## src/rtl/uart_char_receiver.sv

```systemverilog
// uart_char_receiver: 8N1 UART receiver for the SmartHouse command path.
// Synchronizes rx, checks the start bit at mid-bit, samples each data bit
// and the stop bit at mid-bit, and presents each good byte with a
// one-cycle char_valid pulse. A low stop bit pulses framing_error.
// Optional feature macro: UART_PARITY_EN adds an even-parity bit between
// the data and stop bits and drives parity_error. When it is undefined the
// frame is plain 8N1 and parity_error is tied low.
module uart_char_receiver #(
  parameter int unsigned CLKS_PER_BIT = 16
) (
  input  logic       clock,
  input  logic       reset,
  input  logic       rx,
  output logic [7:0] char,
  output logic       char_valid,
  output logic       framing_error,
  output logic       parity_error,
  output logic       busy
);

  localparam int unsigned CW = $clog2(CLKS_PER_BIT);
  localparam logic [CW-1:0] HALF_LAST = CW'(CLKS_PER_BIT / 2 - 1);
  localparam logic [CW-1:0] BIT_LAST  = CW'(CLKS_PER_BIT - 1);

`ifdef UART_PARITY_EN
  typedef enum logic [2:0] {IDLE, START, DATA, PARITY, STOP} state_t;
`else
  typedef enum logic [2:0] {IDLE, START, DATA, STOP} state_t;
`endif

  state_t        state_q;
  logic          sync1_q, sync2_q;
  logic          rxs;
  logic [CW-1:0] cnt_q;
  logic [2:0]    idx_q;
  logic [7:0]    sr_q;
  logic [7:0]    char_q;
  logic          char_valid_q;
  logic          framing_error_q;
  logic          parity_error_q;
  logic          busy_q;
`ifdef UART_PARITY_EN
  logic          par_q;
`endif

  assign rxs = sync2_q;

  // Two-flop synchronizer for the asynchronous serial line; idles high.
  always_ff @(posedge clock) begin
    if (!reset) begin
      sync1_q <= 1'b1;
      sync2_q <= 1'b1;
    end else begin
      sync1_q <= rx;
      sync2_q <= sync1_q;
    end
  end

  // Frame FSM with bit timing, shifting and registered result pulses.
  always_ff @(posedge clock) begin
    if (!reset) begin
      state_q         <= IDLE;
      cnt_q           <= '0;
      idx_q           <= '0;
      sr_q            <= '0;
      char_q          <= '0;
      char_valid_q    <= 1'b0;
      framing_error_q <= 1'b0;
      parity_error_q  <= 1'b0;
      busy_q          <= 1'b0;
`ifdef UART_PARITY_EN
      par_q           <= 1'b0;
`endif
    end else begin
      char_valid_q    <= 1'b0;
      framing_error_q <= 1'b0;
      parity_error_q  <= 1'b0;
      case (state_q)
        IDLE: begin
          if (!rxs) begin
            cnt_q   <= '0;
            state_q <= START;
            busy_q  <= 1'b1;
          end
        end
        START: begin
          if (cnt_q == HALF_LAST) begin
            cnt_q <= '0;
            if (!rxs) begin
              idx_q   <= '0;
              state_q <= DATA;
            end else begin
              // Start bit vanished before mid-bit: a glitch, not a frame.
              state_q <= IDLE;
              busy_q  <= 1'b0;
            end
          end else begin
            cnt_q <= cnt_q + 1'b1;
          end
        end
        DATA: begin
          if (cnt_q == BIT_LAST) begin
            cnt_q <= '0;
            sr_q  <= {rxs, sr_q[7:1]};
            idx_q <= idx_q + 1'b1;
            if (idx_q == 3'd7) begin
`ifdef UART_PARITY_EN
              state_q <= PARITY;
`else
              state_q <= STOP;
`endif
            end
          end else begin
            cnt_q <= cnt_q + 1'b1;
          end
        end
`ifdef UART_PARITY_EN
        PARITY: begin
          if (cnt_q == BIT_LAST) begin
            cnt_q   <= '0;
            par_q   <= rxs;
            state_q <= STOP;
          end else begin
            cnt_q <= cnt_q + 1'b1;
          end
        end
`endif
        STOP: begin
          if (cnt_q == BIT_LAST) begin
            cnt_q   <= '0;
            state_q <= IDLE;
            busy_q  <= 1'b0;
            if (!rxs) begin
              framing_error_q <= 1'b1;
`ifdef UART_PARITY_EN
            end else if (^{sr_q, par_q}) begin
              parity_error_q <= 1'b1;
`endif
            end else begin
              char_q       <= sr_q;
              char_valid_q <= 1'b1;
            end
          end else begin
            cnt_q <= cnt_q + 1'b1;
          end
        end
        default: begin
          state_q <= IDLE;
          busy_q  <= 1'b0;
        end
      endcase
    end
  end

  assign char          = char_q;
  assign char_valid    = char_valid_q;
  assign framing_error = framing_error_q;
  assign parity_error  = parity_error_q;
  assign busy          = busy_q;

endmodule

```

## config.mk

```make
export PLATFORM = sky130hd
export DESIGN_NAME = uart_char_receiver
export DESIGN_NICKNAME = d
export VERILOG_FILES = /design/src/rtl/uart_char_receiver.sv
export SDC_FILE = /design/constraint.sdc
export NUM_CORES = 1
export LEC_CHECK = 0
export CORE_UTILIZATION = 45
export DETAILED_ROUTE_END_ITERATION = 12
export HOLD_SLACK_MARGIN = 0.1
export MAX_ROUTING_LAYER = met4
export PLACE_DENSITY = 0.8
export SLEW_MARGIN = 20
export SYNTH_ARGS = -nofsm -noshare
export SYNTH_HDL_FRONTEND = slang
export SYNTH_SLANG_ARGS = --single-unit
```

## constraint.sdc

```tcl
create_clock -name clock -period 1.4 [get_ports clock]
set_clock_uncertainty 0.05 [all_clocks]
set_input_delay 0.28 -clock clock [delete_from_list [all_inputs] [get_ports clock]]
set_output_delay 0.28 -clock clock [all_outputs]
set_load 0.1 [all_outputs]
```

==> results of run 1 <==
per-stage QoR:
step	hold slack (ns)	std cells	utilization, %	TNS [ns]
4_1_cts	0.373	207	61.9	0
3_5_place_dp	0.351	199	59.5	-0.675
5_1_grt	0.384	207	62.4	-0.0295
2_1_floorplan	0.331	154	-	0
6_report	0.365	207	62.4	0
3_3_place_gp	0.339	199	59.5	0
timing repair:
action                                 in CTS  in global routing
endpoints found under the hold margin       0                  0
gates resized for setup                     4                  7
pin swaps                                   0                  1
setup endpoints to repair                  11                 20
hold buffers                                0                  0
worst paths after layout:
path | end | slack (ns) | startpoint
worst max-delay path | busy$_SDFFE_PN0P_ | 0.01 | rxs$_SDFF_PN1_
worst min-delay path | rxs$_SDFF_PN1_ | 0.37 | sync1_q$_SDFF_PN1_
worst max register to register | busy$_SDFFE_PN0P_ | 0.01 | rxs$_SDFF_PN1_
worst min register to register | rxs$_SDFF_PN1_ | 0.37 | sync1_q$_SDFF_PN1_
cells by family after synthesis:
| logic type | Yosys count | share of synthesized area (%) |
|---|---|---|
| compound gates | 52 | 23.0 |
| simple gates | 49 | 20.3 |
| flops | 30 | 44.6 |
| buf+inv | 17 | 7.71 |
| fa+ha+maj | 3 | 2.79 |
| other cells | 1 | 0.279 |
| xor+xnor | 1 | 0.651 |
| mux | 1 | 0.744 |
worst register-to-register path: cells and delay by family, from the launching register on:
kind            cells  cell delay (ns)
compound gates      2             0.45
flops               1             0.40
simple gates        1             0.37
cell type report:
| type | instances | area [sq um] | share of cell area [%] |
|---|---|---|---|
| clock inverters | 1 | 5.00 | 0.286 |
| repair buffers | 28 | 378 | 21.6 |
| clock buffers | 7 | 55.1 | 3.15 |
| multi-input cells | 107 | 656 | 37.5 |
| well taps | 31 | 38.8 | 2.22 |
| inverters | 3 | 11.3 | 0.643 |
| flip-flops and latches | 30 | 607 | 34.7 |
layer usage:
layer	part of all wire, %	routed length (microns)	up-vias	GRT usage, %
li1	-	-	599	-
met1	43	1310	604	28.5
met2	50	1520	34	31.0
met3	5.6	172	8	6.91
met4	1.9	57	0	8.21
met5	0	0	-	-
placed cells by master, fill, tap and decap left out, types with 2 or more instances in the layout:
cell	n
nand2b_1	3
ha_1	2
nand2_1	10
nand3_1	20
dfxtp_1	25
inv_1	3
or2_2	2
o21ai_0	15
a31oi_1	2
a21oi_1	19
clkdlybuf4s50_1	2
buf_4	13
nor2b_1	2
clkbuf_4	5
buf_12	13
a211oi_1	2
dfxtp_2	5
o211ai_1	3
nor2_1	2
o21ai_1	3
o22ai_1	2
power breakdown:
part	leakage [nW]	switching [mW]	internal (mW)	total, mW
Sequential	0.244	0.00823	0.861	0.869
Clock	0.0353	0.294	0.243	0.537
Combinational	0.347	0.0746	0.0422	0.117
Total	0.626	0.377	1.15	1.52
sequential cells by signal (all words and copies together), names as in the netlist:
signal / cells
char: 8
sr_q: 8
cnt_q: 4
idx_q: 3
state_q: 2
busy: 1
char_valid: 1
framing_error: 1
rxs: 1
sync1_q: 1
==> reports/metrics.yaml, run 1 <==
path_cells: "or3b_1 > a211oi_1 > o32ai_1"
synth_top_area_share_pct: 44.6
final_layout_size_suffix_gt1_share_pct: 26.1
rsz0062_at_grt: "yes"
synth.most_common_cell: "dfxtp_1"
dieArea_sq_um: 3210
ff2ff_path_depth: 3
drc: 2
synth-main-ff-cell: "dfxtp_1"
critPathKind: "reg2reg"
violations: "DRC"
drtAntennaViolNets: 0
wl_per_cell_microns: 14.8
cp.arrival_ns: 1.54
syn_area_per_cell_sq_um: 8.74
start_util_pct: 48.0
htree_levels: 2
clock_latency_ns: 0.33
critPathSlowestCell: "dfxtp_2"
path_depth: 3
grt_pass1_wl_mm: 5.15
vias: 1245
setup_ws_ns: 0.0136
wl_mm: 3.06
yosys_warnings: 0
max_freq_mhz: 721
cts_tree: "built"
cp-start-kind: "flop"
fillers: 225
path_buf_inv: 0
drt-initial-drc-count: 40
outcome: "finished with violations"
drtPass1Iterations: 9
placed_area_sq_um: 1670
core_area_sq_um: 2810
post_cts_buffers: 0
cts_root_buffer: "clkbuf_4"
yosys-top-cells-count: "dfxtp_1, nand3_1, a21oi_1"
die_h_microns: 56.7
drv_cap: 0
cp.required_ns: 1.55
n_antenna_cell: 0
grt_use_total_pct: 21.7
stdcell_area_sq_um: 1750
total_power_mw: 1.52
hold_viol: 0
maxSlewViolCount: 0
max_stage_delay_ns: 0.40
yosys.area.top_type: "dfxtp_1"
io_buffers: 13
dp_hpwl_mm: 2.07
synth.yosys.seq_area_share_pct: 44.6
finalSetupViolCount: 0
ir_drop_mv: 0.601
cts_made_buffers: 5
fin_nets: 181
grt-ovfl-total: 0
dieWidth_microns: 56.7
cts.sinks: 30
clockBufferDepth: 2
clkTransAtPathRegs_ns: 0.09
async_flop_share_pct: 0
crit_path_end_kind: "flop"
rows: 19
layout_min_cycle_time_ns: 1.39
syn_area_sq_um: 1350
synth_edf_count: 0
syn-instance-count: 154
boundaryPins: 15
hold_path.class: "reg2reg"
path_max_fanout: 6
cellLeakagePower_nw: 0.626
grt_start_max_net_pins: 21
ys_types: 39
power.density_nw_per_um2: 870
preCtsSetupSlack_ns: -0.0933
synth_area_leaders: "dfxtp_1, nand3_1, a21oi_1, o21ai_0, buf_6"
grt_pass1_vias: 1078
whs_path_depth: 1
via_per_inst: 6.01
crit_family: "compound AO/OA/AOI/OAI gates"
ys_ff_latch: 30
grt_antenna_before_repair: 0
globalplace.congestion: 0.882
syn_nets: 160
syn_to_final_growth_pct: 30.0
finalCritPeriodShare_pct: 99.0
Power figures use the tool's default switching activity.
==> run 2, diff against run 1 <==
--- a/config.mk
+++ b/config.mk
@@ -6,7 +6,9 @@
 export NUM_CORES = 1
 export LEC_CHECK = 0
 export CORE_UTILIZATION = 45
+export CTS_CLUSTER_SIZE = 25
 export DETAILED_ROUTE_END_ITERATION = 12
+export GPL_TIMING_DRIVEN = 1
 export HOLD_SLACK_MARGIN = 0.1
 export MAX_ROUTING_LAYER = met4
 export PLACE_DENSITY = 0.8
==> results of run 2 <==
Final layout, timing and power as in run 1 (identical DEF).
==> run 3, diff against run 2 <==
--- a/config.mk
+++ b/config.mk
@@ -6,6 +6,7 @@
 export NUM_CORES = 1
 export LEC_CHECK = 0
 export CORE_UTILIZATION = 45
+export CTS_CLUSTER_DIAMETER = 50
 export CTS_CLUSTER_SIZE = 25
 export DETAILED_ROUTE_END_ITERATION = 12
 export GPL_TIMING_DRIVEN = 1
==> results of run 3 <==
Final layout, timing and power as in run 1 (identical DEF).
